--- src/rtl/rgb_led_sequencer.sv ---
// RGB LED sequencer: synchronises switches and mode, then drives the LED channels
// as off / static / round-robin cycle / breathe through a shared PWM engine.
module rgb_led_sequencer #(
  parameter int PWM_BITS    = 8,
  parameter int TICK_DIV    = 390625,
  parameter int DWELL_TICKS = 64
) (
  input  logic                CLK100MHZ,
  input  logic                CPU_RESETN,
  input  logic [2:0]          SW,
  input  logic [1:0]          MODE,
  output logic [2:0]          rgb,
  output logic [2:0]          active_ch,
  output logic [PWM_BITS-1:0] duty
);

  localparam int TW = (TICK_DIV > 1) ? $clog2(TICK_DIV) : 1;
  localparam int DW = $clog2(DWELL_TICKS + 1);
  localparam logic [PWM_BITS-1:0] DUTY_MAX   = {PWM_BITS{1'b1}};
  localparam logic [TW-1:0]       TICK_LAST  = TW'(TICK_DIV - 1);
  localparam logic [DW-1:0]       DWELL_LAST = DW'(DWELL_TICKS - 1);

  typedef enum logic [2:0] {S_OFF, S_STATIC, S_CYCLE, S_BRUP, S_BRDN} state_t;

  logic [2:0]          sw_m_q, sw_s_q;
  logic [1:0]          mode_m_q, mode_s_q;
  logic [TW-1:0]       tick_cnt_q, tick_cnt_d;
  logic [PWM_BITS-1:0] pwm_cnt_q, pwm_cnt_d;
  state_t              state_q, state_d, entry_state;
  logic [1:0]          ptr_q, ptr_d;
  logic [DW-1:0]       dwell_q, dwell_d;
  logic [PWM_BITS-1:0] duty_q, duty_d;
  logic [2:0]          active_ch_q, active_ch_d;
  logic [2:0]          rgb_q, rgb_d;
  logic                tick, in_mode, pwm_on;

  function automatic logic [1:0] lowest_ch(input logic [2:0] m);
    logic [1:0] r;
    if (m[0])      r = 2'd0;
    else if (m[1]) r = 2'd1;
    else if (m[2]) r = 2'd2;
    else           r = 2'd0;
    return r;
  endfunction

  // Nearest enabled channel after p in R->G->B->R order; p itself if it is the only one.
  function automatic logic [1:0] next_ch(input logic [1:0] p, input logic [2:0] m);
    logic [1:0] r;
    logic [1:0] c;
    int idx;
    r = p;
    for (int k = 2; k >= 0; k--) begin
      idx = (int'(p) + k + 1) % 3;
      c   = idx[1:0];
      if (m[c]) r = c;
    end
    return r;
  endfunction

  assign tick       = (tick_cnt_q == TICK_LAST);
  assign tick_cnt_d = tick ? '0 : tick_cnt_q + 1'b1;
  assign pwm_cnt_d  = pwm_cnt_q + 1'b1;

  always_comb begin
    state_d     = state_q;
    ptr_d       = ptr_q;
    dwell_d     = dwell_q;
    duty_d      = duty_q;
    active_ch_d = 3'b000;
    entry_state = S_OFF;
    case (mode_s_q)
      2'b01:   entry_state = S_STATIC;
      2'b10:   entry_state = S_CYCLE;
      2'b11:   entry_state = S_BRUP;
      default: entry_state = S_OFF;
    endcase
    in_mode = (state_q == entry_state) || (entry_state == S_BRUP && state_q == S_BRDN);

    // A mode change wins over any tick on the same clock.
    if (!in_mode) begin
      state_d = entry_state;
      dwell_d = '0;
      duty_d  = '0;
      if (entry_state == S_CYCLE) ptr_d = lowest_ch(sw_s_q);
    end else begin
      case (state_q)
        S_CYCLE: begin
          if (sw_s_q != 3'b000) begin
            if (!sw_s_q[ptr_q]) begin
              ptr_d   = next_ch(ptr_q, sw_s_q);
              dwell_d = '0;
            end else if (tick) begin
              if (dwell_q == DWELL_LAST) begin
                ptr_d   = next_ch(ptr_q, sw_s_q);
                dwell_d = '0;
              end else begin
                dwell_d = dwell_q + 1'b1;
              end
            end
          end
        end
        S_BRUP: if (tick) begin
          if (duty_q == DUTY_MAX) state_d = S_BRDN;
          else                    duty_d  = duty_q + 1'b1;
        end
        S_BRDN: if (tick) begin
          if (duty_q == '0) state_d = S_BRUP;
          else              duty_d  = duty_q - 1'b1;
        end
        default: ;
      endcase
    end

    case (state_d)
      S_STATIC: begin
        duty_d      = DUTY_MAX;
        active_ch_d = sw_s_q;
      end
      S_CYCLE: begin
        duty_d      = DUTY_MAX;
        active_ch_d = (sw_s_q == 3'b000) ? 3'b000 : (3'b001 << ptr_d);
      end
      S_BRUP, S_BRDN: active_ch_d = sw_s_q;
      default: begin
        duty_d      = '0;
        active_ch_d = 3'b000;
      end
    endcase

    // Output register sees the next-state duty so rgb, duty and active_ch move together.
    pwm_on = (pwm_cnt_q < duty_d) || (duty_d == DUTY_MAX);
    rgb_d  = active_ch_d & {3{pwm_on}};
  end

  always_ff @(posedge CLK100MHZ or negedge CPU_RESETN) begin
    if (!CPU_RESETN) begin
      sw_m_q      <= '0;
      sw_s_q      <= '0;
      mode_m_q    <= '0;
      mode_s_q    <= '0;
      tick_cnt_q  <= '0;
      pwm_cnt_q   <= '0;
      state_q     <= S_OFF;
      ptr_q       <= '0;
      dwell_q     <= '0;
      duty_q      <= '0;
      active_ch_q <= '0;
      rgb_q       <= '0;
    end else begin
      sw_m_q      <= SW;
      sw_s_q      <= sw_m_q;
      mode_m_q    <= MODE;
      mode_s_q    <= mode_m_q;
      tick_cnt_q  <= tick_cnt_d;
      pwm_cnt_q   <= pwm_cnt_d;
      state_q     <= state_d;
      ptr_q       <= ptr_d;
      dwell_q     <= dwell_d;
      duty_q      <= duty_d;
      active_ch_q <= active_ch_d;
      rgb_q       <= rgb_d;
    end
  end

  assign rgb       = rgb_q;
  assign active_ch = active_ch_q;
  assign duty      = duty_q;

endmodule

--- config.mk ---
export PLATFORM = sky130hd
export DESIGN_NAME = rgb_led_sequencer
export DESIGN_NICKNAME = d
export VERILOG_FILES = /design/src/rtl/rgb_led_sequencer.sv
export SDC_FILE = /design/constraint.sdc
export NUM_CORES = 1
export LEC_CHECK = 0
export ABC_AREA = 1
export CORE_MARGIN = 2
export CORE_UTILIZATION = 40
export DETAILED_ROUTE_END_ITERATION = 12
export DONT_BUFFER_PORTS = 1
export GPL_TIMING_DRIVEN = 0
export SLEW_MARGIN = 20
export SYNTH_ARGS = -nofsm -noshare
export SYNTH_HDL_FRONTEND = slang
export SYNTH_SLANG_ARGS = --single-unit
--- constraint.sdc ---
create_clock -name CLK100MHZ -period 3.3 [get_ports CLK100MHZ]
set_clock_uncertainty 0.05 [all_clocks]
set_input_delay 0.66 -clock CLK100MHZ [delete_from_list [all_inputs] [get_ports CLK100MHZ]]
set_output_delay 0.66 -clock CLK100MHZ [all_outputs]
set_load 0.1 [all_outputs]
After elaboration in Yosys (flattened, before gate mapping)
Index checks and enable logic that the tools add are counted.
- output and inout port bits: 14
- register bits: 63
- eq/ne operators: 20
- div/mod/pow operators: 3
- add/subtract/negate cells: 9
- $lt $le $gt $ge: 5
- shifts and indexed selects: 1
- mux-type cells: 44
- bitwise operators: 1
- reductions and logical operators: 10
- operators by type and width (operator ; count):
    32-bit by 3-bit modulo with 32-bit output (second input constant) ; 3
    7-bit 2-to-1 mux ; 6
    8-bit 2-to-1 mux ; 5
    32-bit by 2-bit adder with 32-bit output (second input constant) ; 1
    8-bit case mux with 2 select lines ; 2
    2-bit 2-to-1 mux ; 13
    19-bit by 1-bit adder with 19-bit output (second input constant) ; 1
    19-bit equality test (second input constant) ; 1
    19-bit 2-to-1 mux ; 1
    3-bit by 2-bit equality test with 1-bit output (second input constant) ; 6
    3-bit 2-to-1 mux ; 6
    8-bit by 1-bit adder with 8-bit output (second input constant) ; 2
    8-bit equality test (second input constant) ; 2
    2-bit by 3-bit less-than comparator with 1-bit output (second input constant) ; 4
    3-bit case mux with 2 select lines ; 2
    1-bit binary-select mux with 2-bit select ; 4
    8-bit logical NOT ; 1
    8-bit less-than comparator ; 1
    8-bit by 1-bit subtractor with 8-bit output (second input constant) ; 1
    7-bit by 1-bit adder with 7-bit output (second input constant) ; 1
    7-bit by 6-bit equality test with 1-bit output (second input constant) ; 1
    3-bit equality test (second input constant) ; 2
    2-bit case mux with 3 select lines ; 1
    3-bit by 1-bit adder with 4-bit output (second input constant) ; 1
    other kinds (18) ; 25

Depth between registers and ports, before layout
Gate-level depths: netlist (run 1).
- depth in word-level cells: 18
- gate-level depth with buffers: 21

Worst setup path before layout (run 1)
Ideal clock, no wire load.
- kind: register to register
- start point: register duty_q[1] (netlist: duty[1])
- end point: register rgb_q[0] (netlist: rgb[0])
- cell stages (with the launch flop): 17
- clock period less this slack: 3.133 ns
- arrival time: 3.005 ns
- setup time: 0.077 ns
- path buffers: 0
- slack: 0.167 ns
- path through: dfrtp_1 -> ha_1 -> nand2_1 -> nor2_1 -> nand3_1 -> nand3_1 -> nand3_1 -> nand3_1 -> o211ai_1 -> nand2_1 -> inv_1 -> ha_1 -> a21oi_1 -> nor2_1 -> a211oi_1 -> nand2_2 -> a21oi_1
- word-level cells in the longest chain between the ends: 11
- elaborated cells between the ends (all ways): 29
- RTL lines (what ; line ; RTL):
    start: declaration ; 32 ; logic [PWM_BITS-1:0] duty_q, duty_d;
    start signal: assignment ; 159 ; duty_q <= duty_d;
    parallel branches: the longest is 7 deep, another holds 8-bit by 1-bit subtractor with 8-bit output ; -- ;
    8-bit case mux with 2 select lines * ; 114 ; case (state_d)
    via duty_d[5] ; 32 ;
    8-bit less-than comparator / 8-bit equality test (equally long branches) ; 131 ; pwm_on = (pwm_cnt_q < duty_d) || (duty_d == DUTY_MAX);
    1-bit logical OR * ; 131 ;
    3-bit bitwise AND * ; 132 ; rgb_d = active_ch_d & {3{pwm_on}};
    via rgb_d[0] ; 34 ; logic [2:0] rgb_q, rgb_d;
    end signal: assignment ; 161 ; rgb_q <= rgb_d;
    end: declaration ; 34 ;
Mark *: on every way through the listed nets, which the timed path passes.
A chain may end at the register's enable or synchronous reset.

Worst setup path after layout (run 1)
- start point: register duty_q[2] (netlist: duty[2])
- end point: register rgb_q[2] (netlist: rgb[2])
The elaborated chain is that of the path after synthesis.

==> results of run 1 <==
[metrics by stage]
| step | std cells | setup WS, ps | cell area [um^2] |
|---|---|---|---|
| floorplan | 507 | 167 | 3940 |
| global placement | 640 | -201 | 4100 |
| detailed placement | 640 | -256 | 4100 |
| CTS | 657 | 24.2 | 4380 |
| global route | 657 | 6.33 | 4400 |
| finish | 657 | 328 | 4400 |
[layer usage]
layer | global-route usage (%) | vias to the layer above | share of wire (%)
met3 | 4.44 | 10 | 3.6
li1 | - | 1661 | -
met4 | 5.97 | 0 | 1.3
met2 | 29.5 | 39 | 49
met5 | 0 | - | 0
met1 | 19.8 | 1513 | 46
[cells in the final DEF (no fill, tap or decap), types with 4 or more instances in the layout]
cell and count:
inv_1 71, nor2_4 4, o211ai_1 7, clkbuf_8 9
nand3_1 50, nand2_1 98, ha_1 18, buf_2 4
nor2_1 60, a21oi_1 15, xor2_1 17, o21ai_0 18
dfrtp_1 55, nand3_2 5, nor3_1 11, nand4_1 6
nand2_2 9, dfrtp_2 5, inv_2 10
[power by group through the flow]
stage                     logic [mW]  registers (mW)  clock network (mW)
after floorplan                0.790            1.20                   0
after global placement         0.941            1.22                   0
after detailed placement       0.957            1.22                   0
after CTS                      0.982            1.21               0.857
after global routing            1.12            1.23               0.882
final                          0.979            1.21               0.830
[cell families (layout without fill, tap and decap cells)]
logic type	Yosys count	count (layout)
fa+ha+maj	18	18
simple gates	261	261
compound gates	58	58
flops	63	63
buf+inv	87	104
xor+xnor	20	20
[flip-flops by register name, summed over array words and instances, names as in the netlist]
| name | flops |
|---|---|
| active_ch | 3 |
| pwm_cnt_q | 8 |
| sw_m_q | 3 |
| dwell_q | 7 |
| mode_s_q | 2 |
| sw_s_q | 3 |
| rgb | 3 |
| duty | 8 |
| state_q | 3 |
| mode_m_q | 2 |
| ptr_q | 2 |
| tick_cnt_q | 19 |
[final cells by class]
cell class                      instances  area (um^2)  share of cell area [%]
Sequential cell                        63         1590                    36.2
Buffer                                  5         31.3                   0.711
Clock inverter                          7          120                    2.73
Tap cell                              133          166                    3.78
Clock buffer                            9          124                    2.82
Multi-Input combinational cell        357         2030                    46.1
Timing Repair Buffer                    1         27.5                   0.626
Inverter                               82          308                    7.00
[critical path: stages (launching register included)]
cell and delay, ps:
dfrtp_2 630, nor2_1 340, nand2_1 120, nor2_1 160, xor2_1 160, nand2_1 60
nand2_1 70, nand3_1 70, nand3_1 110, nand3_1 70, nand2_1 110, inv_1 50
ha_1 280, nand2_1 90, nor2_1 50, a211oi_1 230, nand2_2 100, a21oi_1 140
[repair_timing]
item,in CTS,in global routing
resized for setup,7,5
endpoints found under the hold margin,63,0
pin swaps,0,0
setup endpoints to repair,3,3
hold buffers,1,0
[worst max path at each step]
stage / slack (ps) / from / end / cells after the start
after global routing: 6 / duty[6] / rgb[0] / 18
after detailed placement: -260 / duty[1] / rgb[0] / 16
after global placement: -200 / duty[1] / rgb[2] / 16
after CTS: 20 / duty[6] / rgb[0] / 18
final: 330 / duty[2] / rgb[2] / 17
after floorplan: 170 / duty[1] / rgb[0] / 16
==> run summary, run 1 <==
Critical path arrival: 3200 ps
Min Tclk post-route: 2970 ps
Fin Setup TNS: 0 ps
Crit share post-route: 90.1%
Post-synthesis sequential area ratio: 40.0%
Global-route congestion overflow total: 0
Drt drc: 0
Post-Syn Area: 3940 um^2
Unrepaired setup endpoints after global routing: no
Status: completed
Crit path kind: reg2reg
1st-iter DRT viols: 113
Combinational power share: 32.4%
Gate Count Post-Synth: 507
Req. time, crit path: 3520 ps
Crit. End Element: flop
Netlist cell types: 44
Clock buffer depth: 2
Post-layout util: 45.4%
Pwr/cell area: 688 nW/um^2
DIE WIDTH: 103 um
Clock transition at the registers of the reported paths: 80 ps
Die Ht: 103 um
Total CTS buffers: 9
TritonCTS clock tree: built
Switch share: 44.1%
H-tree level count: 3
Clock power frac: 27.5%
Vias per cell: 4.91
Post-Syn Nets: 532
Hold_ws: 120 ps
Dominant synthesized flop cell: dfrtp_1
Crit start category: flop
Core area: 9680 um^2
Psw: 1.33 mW
EDFF count, synth: 0
Share of cells above drive strength 1: 13.9%
N_diodes: 0
Final count of hold timing violations: 0
Vias in the first global route: 3155
Post-Synth Simple-Gate Area: 32.1%
Number of synthesized register bits: 63
Root Driver: clkbuf_8
Placer congestion estimate: 0.860
Sequential power share: 40.2%
Hold crit path type: in2async
DRT Wirelength: 8190 um
Largest family of logic cells by synthesized area: simple AND/OR/NAND/NOR gates
Initial antenna violation count: 0
Post-synthesis compound-gate area fraction: 9.12%
DRT Pass-1 Iters: 4
Max Cap Violations: 0
Final Max Tran Viols: 0
Clk_lat worst skew: 350 ps
Commonest cells post-synth: nand2_1, inv_1, dfrtp_1
Pint: 1.69 mW
Tightest Pin Transition: 882 ps
Worst R2R Setup Slack: 330 ps
FF-to-FF path depth: 17
Post-route ant nets: 0
Final #Nets: 544
Detailed placement HPWL: 5930 um
Multiplexer area fraction after synthesis: 0%
Post-Synth XOR/XNOR Area: 4.45%
Via count: 3223
First-pass GRT wire length: 14000 um
Post-CTS setup buffer count: 0
Fmax: 336 MHz
Post-synth top area cell: dfrtp_1
Post-synth top area share: 40.0%
Ports: 21
GRT Total Usage: 16.8%
Peak supply drop: 0.435 mV
Leakage: 2.16 nW
Sink Count: 63
Filler cells: 958
Synth Warn #: 0
Max_slew headroom: 41.2%
Worst-path fanout max: 7
Initial Util: 40.7%
Largest net degree at the start of global routing: 64
Area Growth Syn to Fin: 11.7%
Origin of the critical flop-to-flop path: duty[2]
Async set-reset flop share out of synthesis: 100%
Top-count cell post-synth: nand2_1
Reg-to-reg endpoint: rgb[2]
Die area: 10700 um^2
Port buffer count: 0
Post-Syn Area per Cell: 7.77 um^2
Top cells by area, synth: dfrtp_1, nand2_1, inv_1, nand3_1, ha_1
Synth Area in Adders: 5.72%
Total power: 3.02 mW
Final setup fails: 0
Rows: 36
DR WL/cell: 12.5 um
Note: power is estimated with default switching activity, not from simulation.
==> inputs of run 2 (changes only) <==
- CORE_UTILIZATION: 40 -> 60
- PLACE_DENSITY: unset -> 0.76
==> run summary, run 2 (synthesis gave the netlist of run 1 again) <==
First-pass GRT wire length: 13900 um
Fin Setup TNS: 0 ps
Root Driver: clkbuf_8
Final #Nets: 544
N_diodes: 0
Post-Layout Cell Count: 601
Worst R2R Setup Slack: 240 ps
Worst setup startpoint: duty[5]
DRT Pass-1 Iters: 5
Global-route congestion overflow total: 0
Req. time, crit path: 3520 ps
Share of cells above drive strength 1: 14.1%
Hold_ws: 128 ps
Die area: 7230 um^2
Pwr/cell area: 685 nW/um^2
CP max stage cell: dfrtp_2
Status: completed
Crit share post-route: 92.8%
Leakage: 2.15 nW
Vias per cell: 5.41
DRT Wirelength: 8010 um
Placer congestion estimate: 0.910
Commonest non-fill, non-tap cell in the layout: nand2_1
Worst-path fanout max: 8
Tightest Pin Transition: 883 ps
Max Cap Violations: 0
Crit. End Element: flop
Unrepaired setup endpoints after global routing: no
Largest net degree at the start of global routing: 64
Fmax: 327 MHz
Filler cells: 512
Detailed placement HPWL: 5800 um
Rows: 29
Largest register FFs: 19
Total CTS buffers: 9
Port buffer count: 0
DIE WIDTH: 85.0 um
Reg-to-reg endpoint: rgb[1]
Final count of hold timing violations: 0
Core area: 6350 um^2
Hold crit path type: in2async
Crit-path max cell delay: 730 ps
Area Growth Syn to Fin: 9.56%
1st-iter DRT viols: 138
TritonCTS clock tree: built
Min Tclk post-route: 3060 ps
Via count: 3253
Origin of the critical flop-to-flop path: duty[5]
Clock transition at the registers of the reported paths: 80 ps
Dpl cells: 584
FF-to-FF path depth: 15
Post-route ant nets: 0
Final Max Tran Viols: 0
Crit path kind: reg2reg
Die Ht: 85.0 um
Crit path to: rgb[1]
Vias in the first global route: 3204
CP most frequent cell: nand3_1
GRT Total Usage: 24.2%
DR WL/cell: 13.3 um
Post-layout util: 67.9%
Top reg by flops: tick_cnt_q
Final setup fails: 0
Clk_lat worst skew: 350 ps
Peak supply drop: 0.589 mV
Initial antenna violation count: 0
H-tree level count: 3
Critical path arrival: 3280 ps
Drt drc: 0
Ports: 21
Crit start category: flop
Initial Util: 62.0%
Max_slew headroom: 41.2%
Most frequent cells in the layout: nand2_1, inv_1, nor2_1, dfrtp_1, nand3_1
Clock buffer depth: 2
CP Cell Sequence: inv_1 -> nor2_1 -> nand3_2 -> nand3_1 -> nand3_1 -> nand3_1 -> o211ai_1 -> nand2_1 -> inv_1 -> ha_1 -> a21oi_1 -> nor2_1 -> a211oi_1 -> nand2_2 -> a21oi_1
Sink Count: 63
## run 2: worst min path at each step
stage                            from           to  depth (start not counted)
after CTS                  CPU_RESETN   dwell_q[6]                          1
after floorplan           mode_m_q[0]  mode_s_q[0]                          0
final                      CPU_RESETN   dwell_q[0]                          1
after detailed placement  mode_m_q[0]  mode_s_q[0]                          0
after global placement      sw_m_q[1]    sw_s_q[1]                          0
after global routing       CPU_RESETN   dwell_q[6]                          1
## run 2: timing repair
| action | in CTS | in global routing |
|---|---|---|
| gates resized for setup | 8 | 5 |
| endpoints found under the setup margin | 3 | 3 |
| pin swaps | 0 | 0 |
| hold buffers | 1 | 0 |
| hold endpoints to repair | 63 | 0 |
| buffers inserted | 0 | 0 |
## run 2: cell type report
type / count / area (um^2) / share of cell area [%]
multi-input cells: 357 / 2030 / 47.0
flip-flops and latches: 63 / 1590 / 36.9
inverters: 82 / 308 / 7.13
clock buffers: 9 / 124 / 2.87
clock inverters: 7 / 104 / 2.41
well taps: 77 / 96.3 / 2.23
plain buffers: 5 / 31.3 / 0.725
repair buffers: 1 / 27.5 / 0.638
## run 2: stage by stage
step | cell area [um^2] | setup slack (ps) | total power, mW
3_3_place_gp | 4030 | -144 | 2.14
3_5_place_dp | 4030 | -264 | 2.17
4_1_cts | 4300 | 77.6 | 2.96
2_1_floorplan | 3940 | 167 | 1.99
5_1_grt | 4310 | 9.40 | 3.14
6_report | 4310 | 239 | 2.96
## run 2: where the power goes
group	leakage, nW	switching [mW]	total, mW	internal [mW]
clock network	0.114	0.322	0.755	0.434
logic	1.25	0.642	0.982	0.340
registers	0.786	0.369	1.22	0.848
total	2.15	1.33	2.96	1.62
## run 2: worst max-delay path: cells and delay by family (launching register included)
family	cells	cell delay (ps)
DFF	1	730
and+or+nand+nor	8	1010
AOI/OAI and AO/OA	4	650
adders and majority gates	1	290
buffers and inverters	2	260
## run 2: per-layer routing
metal,track usage [%],vias up,part of all wire [%]
met4,10.1,0,1.1
met5,0,-,0
met2,42.1,51,51
li1,-,1661,-
met1,28.8,1535,44
met3,5.54,6,3.8
==> inputs of run 3 (changes only) <==
- ABC_CLOCK_PERIOD_IN_PS: unset -> 3600
- clock period: 3.3 -> 3.6 ns (I/O delays scaled with it)
==> run summary, run 3 (synthesis gave the netlist of run 1 again) <==
Die area: 7230 um^2
Top reg by flops: tick_cnt_q
CP Cell Sequence: ha_1 -> nand2_1 -> nor2_1 -> nand3_1 -> nand3_1 -> nand3_1 -> nand3_1 -> o211ai_1 -> nand2_1 -> inv_1 -> ha_1 -> a21oi_1 -> nor2_1 -> a211oi_1 -> nand2_2 -> a21oi_1
N_diodes: 0
DIE WIDTH: 85.0 um
Final WS setup: 372 ps
Vias in the first global route: 3215
Crit-path max cell delay: 730 ps
1st-iter DRT viols: 150
Via count: 3274
Total CTS buffers: 9
Unrepaired setup endpoints after global routing: no
Peak supply drop: 0.540 mV
Dpl ws: 35.8 ps
Global-route congestion overflow total: 0
Root Driver: clkbuf_8
Port buffer count: 0
Final Instance Area: 4320 um^2
Critical path arrival: 3450 ps
Clock transition at the registers of the reported paths: 70 ps
Worst-path fanout max: 8
Vias per cell: 5.42
DRT Wirelength: 8250 um
TritonCTS clock tree: built
Clock buffer depth: 2
Sink Count: 63
Leakage: 2.16 nW
Hold crit path type: in2async
Status: completed
Max_slew headroom: 39.1%
Area Growth Syn to Fin: 9.76%
Detailed placement HPWL: 5800 um
Initial antenna violation count: 0
Min Tclk post-route: 3230 ps
Crit. End Element: flop
Filler cells: 515
Final Max Tran Viols: 0
CP max stage cell: dfrtp_2
Largest net degree at the start of global routing: 37
Post-CTS setup buffer count: 0
Fin Setup TNS: 0 ps
Pwr/cell area: 627 nW/um^2
Clk_lat worst skew: 360 ps
Hold_ws: 140 ps
DR WL/cell: 13.7 um
Crit start category: flop
Tightest Pin Transition: 910 ps
Final #Nets: 547
Crit path kind: reg2reg
Crit share post-route: 89.7%
Placer congestion estimate: 0.910
H-tree level count: 3
First-pass GRT wire length: 14100 um
Die Ht: 85.0 um
Fmax: 310 MHz
Most frequent cells in the layout: nand2_1, inv_1, nor2_1, dfrtp_1, nand3_1
Total power: 2.71 mW
Final count of hold timing violations: 0
Core area: 6350 um^2
Final setup fails: 0
Drt drc: 0
Initial Util: 62.0%
GRT Total Usage: 24.6%
Rows: 29
Share of cells above drive strength 1: 13.7%
CP most frequent cell: nand3_1
Req. time, crit path: 3820 ps
Post-route ant nets: 0
DRT Pass-1 Iters: 4
Max Cap Violations: 0
Commonest non-fill, non-tap cell in the layout: nand2_1
Ports: 21
Post-DP Area: 4030 um^2
Largest register FFs: 19
==> run 3: worst paths after layout <==
check	from	end	slack, ps	cells past startpoint
worst max-delay path	duty[1]	rgb[1]	370	16
min in group CLK100MHZ	sw_m_q[1]	sw_s_q[1]	290	0
worst min-delay path	CPU_RESETN	pwm_cnt_q[4]	140	1
worst max register to register	duty[1]	rgb[1]	370	16
max in group asynchronous	CPU_RESETN	duty[7]	2000	1
worst min register to register	sw_m_q[1]	sw_s_q[1]	290	0
==> run 3: where the power goes <==
group / internal, mW / total, mW / switching (mW) / leakage [nW]
Clock: 0.398 / 0.695 / 0.298 / 0.114
Sequential: 0.773 / 1.11 / 0.338 / 0.786
Combinational: 0.313 / 0.901 / 0.588 / 1.26
==> run 3: final cells by class <==
| class | instances | area (um^2) | area share [%] |
|---|---|---|---|
| Multi-Input combinational cell | 357 | 2020 | 46.8 |
| Sequential cell | 63 | 1590 | 36.7 |
| Inverter | 82 | 308 | 7.12 |
| Clock buffer | 9 | 124 | 2.87 |
| Clock inverter | 7 | 104 | 2.40 |
| Tap cell | 77 | 96.3 | 2.23 |
| Timing Repair Buffer | 4 | 50.0 | 1.16 |
| Buffer | 5 | 31.3 | 0.724 |
==> run 3: timing repair <==
| item | in CTS | in global routing |
|---|---|---|
| pin swaps | 0 | 0 |
| gates cloned | 0 | 0 |
| gates resized for setup | 1 | 7 |
| hold buffers | 2 | 2 |
| endpoints found under the setup margin | 2 | 3 |
| endpoints found under the hold margin | 17 | 29 |
==> run 3: per-layer routing <==
metal,global-route usage [%],up-vias,share of wire (%)
met5,0,-,0
met1,29.9,1530,44
met3,5.74,13,4.2
li1,-,1669,-
met2,42.0,62,50
met4,10.2,0,1.9
==> run 3: per-stage QoR <==
| step | utilization [%] | std cells |
|---|---|---|
| 6_report | 68.1 | 604 |
| 4_1_cts | 67.4 | 602 |
| 3_5_place_dp | 63.5 | 584 |
| 2_1_floorplan | - | 507 |
| 5_1_grt | 68.1 | 604 |
| 3_3_place_gp | 63.5 | 584 |
==> run 3: worst max-delay path: cells and delay by family, from the launching register on <==
family / cells / cell delay [ps]
buffers and inverters: 1 / 50
AOI/OAI and AO/OA: 4 / 640
adders and majority gates: 2 / 560
and+or+nand+nor: 9 / 1110
DFF: 1 / 730
